`config.mk`:
```
export PLATFORM = sky130hd
export DESIGN_NAME = edit_fifo
export DESIGN_NICKNAME = d
export VERILOG_FILES = /design/src/rtl/edit_fifo_pkg.sv /design/src/rtl/fifo_sdp_ram.sv /design/src/rtl/edit_fifo.sv
export SDC_FILE = /design/constraint.sdc
export NUM_CORES = 1
export LEC_CHECK = 0
export CAP_MARGIN = 0
export CORE_MARGIN = 2
export CORE_UTILIZATION = 50
export CTS_CLUSTER_DIAMETER = 30
export DETAILED_ROUTE_END_ITERATION = 10
export PLACE_DENSITY = 0.76
export SLEW_MARGIN = 20
export SYNTH_ARGS = -nofsm -noshare
export SYNTH_HDL_FRONTEND = slang
export SYNTH_SLANG_ARGS = --single-unit
```
`constraint.sdc`:
```
create_clock -name clk -period 15.5 [get_ports clk]
set_input_delay 2.325 -clock clk [delete_from_list [all_inputs] [get_ports clk]]
set_output_delay 2.325 -clock clk [all_outputs]
set_load 0.05 [all_outputs]
```
`src/rtl/edit_fifo_pkg.sv`:
```
// Shared constants, pointer-width helper and per-cycle operation decode for edit_fifo.
package edit_fifo_pkg;

  localparam int unsigned DefDataW = 2;
  localparam int unsigned DefDepth = 256;

  // Write-side view of the cycle; read acceptance is resolved separately from re.
  typedef enum logic [2:0] {
    OpNop,
    OpWr,
    OpRd,
    OpRdWr,
    OpDel,
    OpRepl,
    OpFlush
  } op_e;

  function automatic int unsigned ptr_w(input int unsigned depth);
    return $clog2(depth) + 1;
  endfunction

  function automatic op_e decode_op(input logic flush, input logic we, input logic re,
                                    input logic del);
    if (flush)           return OpFlush;
    else if (we && del)  return OpRepl;
    else if (del)        return OpDel;
    else if (we && re)   return OpRdWr;
    else if (we)         return OpWr;
    else if (re)         return OpRd;
    else                 return OpNop;
  endfunction

endpackage

```
`src/rtl/fifo_sdp_ram.sv`:
```
// Simple dual-port RAM: synchronous write, registered read, no reset.
module fifo_sdp_ram #(
  parameter int unsigned DATA_W = 2,
  parameter int unsigned DEPTH  = 256,
  localparam int unsigned AW    = $clog2(DEPTH)
) (
  input  logic              clk,
  input  logic              wr_en,
  input  logic [AW-1:0]     wr_addr,
  input  logic [DATA_W-1:0] wr_data,
  input  logic              rd_en,
  input  logic [AW-1:0]     rd_addr,
  output logic [DATA_W-1:0] rd_data
);

  logic [DATA_W-1:0] mem [DEPTH];

  // Read-before-write: a same-address read returns the old word.
  always_ff @(posedge clk) begin
    if (wr_en) mem[wr_addr] <= wr_data;
    if (rd_en) rd_data <= mem[rd_addr];
  end

endmodule

```
`src/rtl/edit_fifo.sv`:
```
// Parametrised symbol FIFO with occupancy, programmable thresholds, flush,
// delete/replace-newest and sticky overflow/underflow flags.
module edit_fifo
  import edit_fifo_pkg::*;
#(
  parameter int unsigned DATA_W   = DefDataW,
  parameter int unsigned DEPTH    = DefDepth,
  parameter int unsigned AF_LEVEL = DEPTH - 4,
  parameter int unsigned AE_LEVEL = 4
) (
  input  logic                      clk,
  input  logic                      rst,
  input  logic                      we,
  input  logic                      re,
  input  logic                      del,
  input  logic                      flush,
  input  logic [DATA_W-1:0]         data_in,
  output logic [DATA_W-1:0]         data_out,
  output logic                      out_valid,
  output logic [ptr_w(DEPTH)-1:0]   count,
  output logic                      empty,
  output logic                      full,
  output logic                      almost_full,
  output logic                      almost_empty,
  output logic                      overflow,
  output logic                      underflow
);

  localparam int unsigned PW = ptr_w(DEPTH);
  localparam int unsigned AW = PW - 1;
  localparam logic [PW-1:0] One    = PW'(1);
  localparam logic [PW-1:0] DepthC = PW'(DEPTH);
  localparam logic [PW-1:0] AfLvl  = PW'(AF_LEVEL);
  localparam logic [PW-1:0] AeLvl  = PW'(AE_LEVEL);

  logic [PW-1:0] r_ptr_q, r_ptr_d, w_ptr_q, w_ptr_d;
  logic          ovf_q, ovf_d, udf_q, udf_d;
  logic          out_valid_q, rd_seen_q;
  logic          rd_ok, plain_wr, wr_en;
  logic [AW-1:0] wr_addr;
  logic [PW-1:0] n_left, w_last;
  logic [DATA_W-1:0] ram_rd;
  op_e           op;

  assign count        = w_ptr_q - r_ptr_q;
  assign empty        = (count == '0);
  assign full         = (count == DepthC);
  assign almost_full  = (count >= AfLvl);
  assign almost_empty = (count <= AeLvl);
  assign overflow     = ovf_q;
  assign underflow    = udf_q;
  assign out_valid    = out_valid_q;
  // RAM output is unreset, so mask it until the first accepted read.
  assign data_out     = rd_seen_q ? ram_rd : '0;

  assign op     = decode_op(flush, we, re, del);
  assign rd_ok  = re && !empty && (op != OpFlush);
  assign n_left = count - (rd_ok ? One : '0);
  assign w_last = w_ptr_q - One;

  always_comb begin
    r_ptr_d  = r_ptr_q;
    w_ptr_d  = w_ptr_q;
    ovf_d    = ovf_q;
    udf_d    = udf_q;
    plain_wr = 1'b0;
    wr_en    = 1'b0;
    wr_addr  = w_ptr_q[AW-1:0];
    if (op == OpFlush) begin
      r_ptr_d = w_ptr_q;
      ovf_d   = 1'b0;
      udf_d   = 1'b0;
    end else begin
      if (rd_ok)   r_ptr_d = r_ptr_q + One;
      else if (re) udf_d   = 1'b1;
      case (op)
        OpWr, OpRdWr: plain_wr = 1'b1;
        OpRepl: begin
          if (n_left != '0) begin
            wr_en   = 1'b1;
            wr_addr = w_last[AW-1:0];
          end else begin
            plain_wr = 1'b1;
          end
        end
        OpDel: begin
          if (n_left != '0) w_ptr_d = w_last;
        end
        default: ;
      endcase
      if (plain_wr) begin
        if (!full || rd_ok) begin
          wr_en   = 1'b1;
          w_ptr_d = w_ptr_q + One;
        end else begin
          ovf_d = 1'b1;
        end
      end
    end
  end

  always_ff @(posedge clk or negedge rst) begin
    if (!rst) begin
      r_ptr_q     <= '0;
      w_ptr_q     <= '0;
      ovf_q       <= 1'b0;
      udf_q       <= 1'b0;
      out_valid_q <= 1'b0;
      rd_seen_q   <= 1'b0;
    end else begin
      r_ptr_q     <= r_ptr_d;
      w_ptr_q     <= w_ptr_d;
      ovf_q       <= ovf_d;
      udf_q       <= udf_d;
      out_valid_q <= rd_ok;
      rd_seen_q   <= rd_seen_q | rd_ok;
    end
  end

  fifo_sdp_ram #(
    .DATA_W (DATA_W),
    .DEPTH  (DEPTH)
  ) u_ram (
    .clk     (clk),
    .wr_en   (wr_en),
    .wr_addr (wr_addr),
    .wr_data (data_in),
    .rd_en   (rd_ok),
    .rd_addr (r_ptr_q[AW-1:0]),
    .rd_data (ram_rd)
  );

endmodule
```
### Word-level counts from Yosys, hierarchy flattened

Memories as Yosys holds them, arrays and structs flattened. A register that Yosys moved wholly into a read port is not among the register bits.
Cells that the tools add are included.

* input port bits: 8
* memories kept: 1
* output and inout port bits: 18
* bits in registers: 22
* word-level logic and storage cells: 72
* memory bits (writable): 512

Memories
* u_ram.mem: words 256, width 2, read ports 1, clocked after Yosys merged registers in 1, write ports 1, line fifo_sdp_ram.sv:16 `logic [DATA_W-1:0] mem [DEPTH];`

* $lt $le $gt $ge: 2
* mux-type cells: 33
* bitwise operators: 1
* equality and inequality tests: 9
* reductions and logical operators: 15
* $add $sub $neg: 5

Operators with widths (number)
* $mux W9: 6
* $mux W8: 3
* $add A9 B1 Y9 const B: 2
* $mux W1: 16
* $eq A3 B3 Y1 const B: 3
* $eq A9 B9 Y1 const B: 1
* $ge A9 B8 Y1 const B: 1
* $le A9 B3 Y1 const B: 1
* $logic_not A9 Y1: 1
* $mux W3: 3
* $reduce_bool A9 Y1: 1
* $sub A9 B1 Y9: 1
* $sub A9 B1 Y9 const B: 1
* $sub A9 B9 Y9: 1
* $mux W2: 4
* $reduce_bool A2 Y1: 3
* $logic_and A1 B1 Y1: 4
* $reduce_and A2 Y1: 2
* $eq A3 B1 Y1 const B: 1
* $eq A3 B2 Y1 const B: 1
* $ne A3 B3 Y1 const B: 1
* $logic_not A1 Y1: 2
* $ne A2 B1 Y1 const B: 1
* $ne A2 B2 Y1 const B: 1
* 4 further kinds: 4

### Longest topological paths before layout

* word-level depth: 18
* gate-level depth with buffers: 24
* gate-level depth less buffers: 18

### Hierarchy

From an unflattened synthesis, not the netlist that was laid out.

* cells, all modules: 1480
* area total of the unflattened synthesis: 23443.7 um2

Modules (own cells, without submodules)
* fifo_sdp_ram: cells an instance 1242, area an instance 21401.8 um2, seq. area each 15434.8 um2, instances 1
* edit_fifo: cells an instance 238, area an instance 2042.0 um2, seq. area each 550.5 um2, instances 1

### Worst setup path before layout

No wires, ideal clock.

* kind: reg-to-output
* start point: register r_ptr_q[1]
* end point: output almost_empty
* setup slack: 8.606 ns
* arrival: 4.569 ns
* stages on the path, launching flop included: 12
* required time: 13.175 ns
* buffers on the path: 3
* cell sequence: dfrtp_1 > clkbuf_1 > clkbuf_1 > buf_1 > inv_1 > fa_1 > a211o_1 > a21boi_0 > o211ai_2 > nor3b_2 > nand2_1 > a211oi_1

* longest elaborated chain between the ends: 2

Ends and longest elaborated chain
* from (decl): line edit_fifo.sv:36 `logic [PW-1:0] r_ptr_q, r_ptr_d, w_ptr_q, w_ptr_d;`
* from (signal assigned): line edit_fifo.sv:111 `r_ptr_q <= r_ptr_d;`
* $sub A9 B9 Y9: line edit_fifo.sv:45 `assign count = w_ptr_q - r_ptr_q;`
* net count[8]: line edit_fifo.sv:20 `output logic [ptr_w(DEPTH)-1:0] count,`
* $le A9 B3 Y1: line edit_fifo.sv:49 `assign almost_empty = (count <= AeLvl);`
* to (decl): line edit_fifo.sv:24 `output logic almost_empty,`

The timed path passes the listed nets, and every way through them passes these cells.

### Worst setup path in the final report

* start point: register r_ptr_q[2]
* end point: output almost_empty

* longest elaborated chain between the ends: 2

Ends and longest elaborated chain (line)
* $sub A9 B9 Y9: edit_fifo.sv:45
* $le A9 B3 Y1: edit_fifo.sv:49

Every way passes these cells.

==> results.py <==
metrics = {
    "status": {
        "status": "finished with violations",
        "violations": "design-rule violations",
    },
    "synthesis": {
        "ys_seq_elements": 536,
        "synth_edf_count": 514,
        "synth_xor_area_share_pct": 0.8677,
        "synth_adder_area_share_pct": 0.7725,
        "yosysWarnings": 0,
        "yosys-mux-area-fraction_pct": 16.28,
        "syn_avg_cell_area_sq_um": 17.12,
        "synth_nets": 1403,
        "synth.distinct_cells": 72,
        "yosysTopAreaCell": "edfxtp_1",
        "synth-simple-area-share_pct": 8.053,
        "synth_top_family_by_area": "multiplexers",
        "yosysSeqAreaShare_pct": 67.60,
        "synthArstFlopShare_pct": 4.104,
        "synth_compound_area_share_pct": 4.032,
        "syn_inst": 1381,
        "synthFlopType": "edfxtp_1",
        "yosys.area.top_type_share_pct": 65.27,
        "ys_top_cells_by_area": "edfxtp_1 (65%), mux4_2 (16%), nor3_1 (3.5%)",
        "synthesis.area_sq_um": 23650,
    },
    "sta": {
        "worstMarginPinSlew_ns": 1.155,
        "fmaxAchievable_mhz": 133.6,
        "hold_viol_final": 0,
        "setup-tns-final_ns": 0,
        "finClkSkew_ns": 0.02583,
        "rsz0062_at_grt": "no",
        "final.setup.worst_slack_ns": 8.013,
        "final_max_slew_viol_count": 0,
        "period_needed_ns": 7.487,
        "relSlewSlack_pct": 22.78,
        "period_share_pct": 48.31,
        "setup_viol": 0,
    },
    "drt": {
        "dr.pass1.iters": 9,
        "vias": 13610,
        "drt-vias-per-instance": 6.438,
        "top_layer": "met5",
        "totalWireLength_um": 57760,
        "drc": 6,
        "detail-route-antenna-nets": 0,
        "route.met2.wl_um": 28720,
        "wl_per_cell_um": 27.32,
        "first_iter_violations": 1895,
        "dr_wl_met3_um": 4815,
        "wl_met1_um": 22340,
    },
    "floorplan": {
        "die_area_sq_um": 49050,
        "core_sq_um": 46650,
        "start_util_pct": 50.69,
        "die_x_um": 221.5,
        "boundaryPins": 26,
        "die_h_um": 221.5,
        "rows": 79,
    },
    "clock_network": {
        "cts.path.max_buffers": 3,
        "clk_latency_ns": 0.64,
        "cts-resized-gates": 0,
        "cts_tree": "done",
        "cts_root_buf": "clkbuf_16",
        "cts_inserted_buffers": 98,
        "cts_setup_buffers": 0,
        "clk_pin_slew_ns": 0.04,
        "ctsHoldBuffers": 0,
        "h-tree-depth": 3,
        "cts.sinks": 536,
    },
    "worst_setup_path": {
        "r2r_slack_ns": 8.33,
        "path_cells": "inv_1 -> ha_1 -> a21oi_1 -> o2111a_1 -> or3_1 -> o21ba_1 -> nand2_1 -> a211oi_1 -> clkdlybuf4s50_1",
        "slowest_delay_ns": 1.11,
        "r2r_end": "u_ram.mem[243][0]",
        "crit_type": "flop to output pin",
        "cp-start-kind": "flop",
        "slowest_stage": "dfrtp_2",
        "path_max_fanout": 35,
        "worstPathBufferInverterCount": 2,
        "reg2regPathDepth": 17,
        "cp-end-kind": "output pin",
        "regToRegStartpoint": "r_ptr_q[2]",
        "required_ns": 13.18,
        "crit_arrival_ns": 5.16,
        "critPathTopFamily": "compound AO/OA/AOI/OAI gates",
    },
    "placed_design": {
        "dpl.cell_count": 1929,
        "dpl_worst_slack_ns": 8.321,
        "globalplace.congestion": 0.9398,
        "dp_hpwl_um": 30700,
        "portBuffers": 25,
    },
    "layout": {
        "drive_gt1_share_pct": 27.41,
        "stdcell_count": 2114,
        "diodes": 0,
        "syn_to_final_growth_pct": 18.94,
        "final_core_utilization_pct": 60.29,
        "fin_nets": 1444,
    },
    "power_and_ir_drop": {
        "power.density_nw_per_um2": 206.4,
        "ir_worst_vdd_v": 0.0001438,
        "leakage_nw": 8.808,
        "totalPowerFinal_mw": 5.806,
    },
    "hold_path": {
        "hold_class": "flop to flop",
        "holdPathEnd": "rd_seen_q",
        "min_from": "rd_seen_q",
        "holdPathStages": 1,
    },
    "global_route": {
        "grt_overflow_total": 0,
        "antenna_found_initial": 2,
        "grt_pass1_wl_um": 87400,
        "grt_max_degree": 152,
        "grt_usage_pct": 23.81,
        "grt_pass1_vias": 14110,
    },
    "job": {
        "cap_violations": 0,
    },
}
==> cells in the final DEF (no fill, tap or decap), types with 9 or more instances in the layout <==
cell	instances
dfrtp_1	19
clkinv_2	12
nor2_1	137
o211ai_2	11
a21oi_1	14
edfxtp_1	514
inv_1	20
bufinv_16	20
clkinv_1	9
ha_1	13
nor3_1	161
and3_1	11
nand2_1	39
inv_6	11
xnor2_1	16
mux4_2	168
clkbuf_16	100
clkinv_4	11
clkdlybuf4s50_1	22
o21ai_0	12
buf_4	19
==> registers in the layout, indices dropped and copies added (netlist names) <==
name / count
underflow: 1
overflow: 1
r_ptr_q: 9
u_ram.rd_data: 2
out_valid: 1
rd_seen_q: 1
u_ram.mem: 512
w_ptr_q: 9
==> Yosys cell counts (3+ instances only) <==
master	n
buf_1	13
and2_1	7
buf_4	4
nor2_1	141
xnor2_1	16
o211ai_2	17
o21a_1	3
dfrtp_1	22
nor3_1	164
nand2b_1	8
ha_1	13
or3_1	4
buf_2	39
inv_1	20
a31oi_1	6
a211o_1	3
and3_1	11
nand3b_1	3
a211oi_1	5
nor4_1	8
nand2_1	39
a221oi_2	3
a221oi_1	3
o21ai_0	12
clkbuf_1	47
edfxtp_1	514
a21boi_0	3
buf_6	3
xor2_1	3
o22ai_1	4
nand3_1	3
nand4_1	6
o211ai_1	3
mux4_2	168
a21oi_1	14
==> power by group <==
group          total (mW)  switching (mW)  internal [mW]  leakage (nW)
clock network        2.31           0.776           1.54          1.75
registers            1.76           0.135           1.62          4.89
logic                1.74            1.04          0.692          2.17
total                5.81            1.95           3.85          8.81
==> stage by stage <==
| step | cell area (sq um) | hold slack [ns] |
|---|---|---|
| final | 28130 | 0.4751 |
| after global routing | 28130 | 0.5057 |
| after CTS | 28120 | 0.4795 |
| after detailed placement | 24490 | 0.4700 |
| after global placement | 24420 | 0.4647 |
| after floorplan | 23650 | 0.4454 |
==> cell type report <==
type | instances | area (sq um)
Inverter | 22 | 82.58
Clock buffer | 107 | 2539
Timing Repair Buffer | 47 | 450.4
Fill cell | 3244 | 18530
Tap cell | 607 | 759.5
Clock inverter | 78 | 1086
Sequential cell | 536 | 15990
Multi-Input combinational cell | 717 | 7216
==> cells by family after synthesis <==
group	after synthesis
AOI/OAI and AO/OA	105
xor gates and xnor gates	21
adders and majority gates	14
buffers and inverters	128
DFF	536
muxes	172
and+or+nand+nor	405
==> worst max path at each step <==
stage                     cells after the start                 to        from  slack, ns
after detailed placement                     11   u_ram.mem[66][0]       flush       8.32
final                                         9       almost_empty  r_ptr_q[2]       8.01
after global placement                       10  u_ram.mem[199][0]       flush       8.40
after CTS                                     9       almost_empty  r_ptr_q[1]       8.06
after floorplan                              11       almost_empty  r_ptr_q[1]       8.61
after global routing                          9       almost_empty  r_ptr_q[1]       7.77
==> metal layers <==
layer  global-route usage, %  vias to the layer above
met4                   8.827                        4
met1                   31.65                     7020
met2                   38.80                      729
li1                        -                     5704
met3                   5.471                      153
met5                       0                        -
Note: power is estimated with default switching activity, not from simulation.
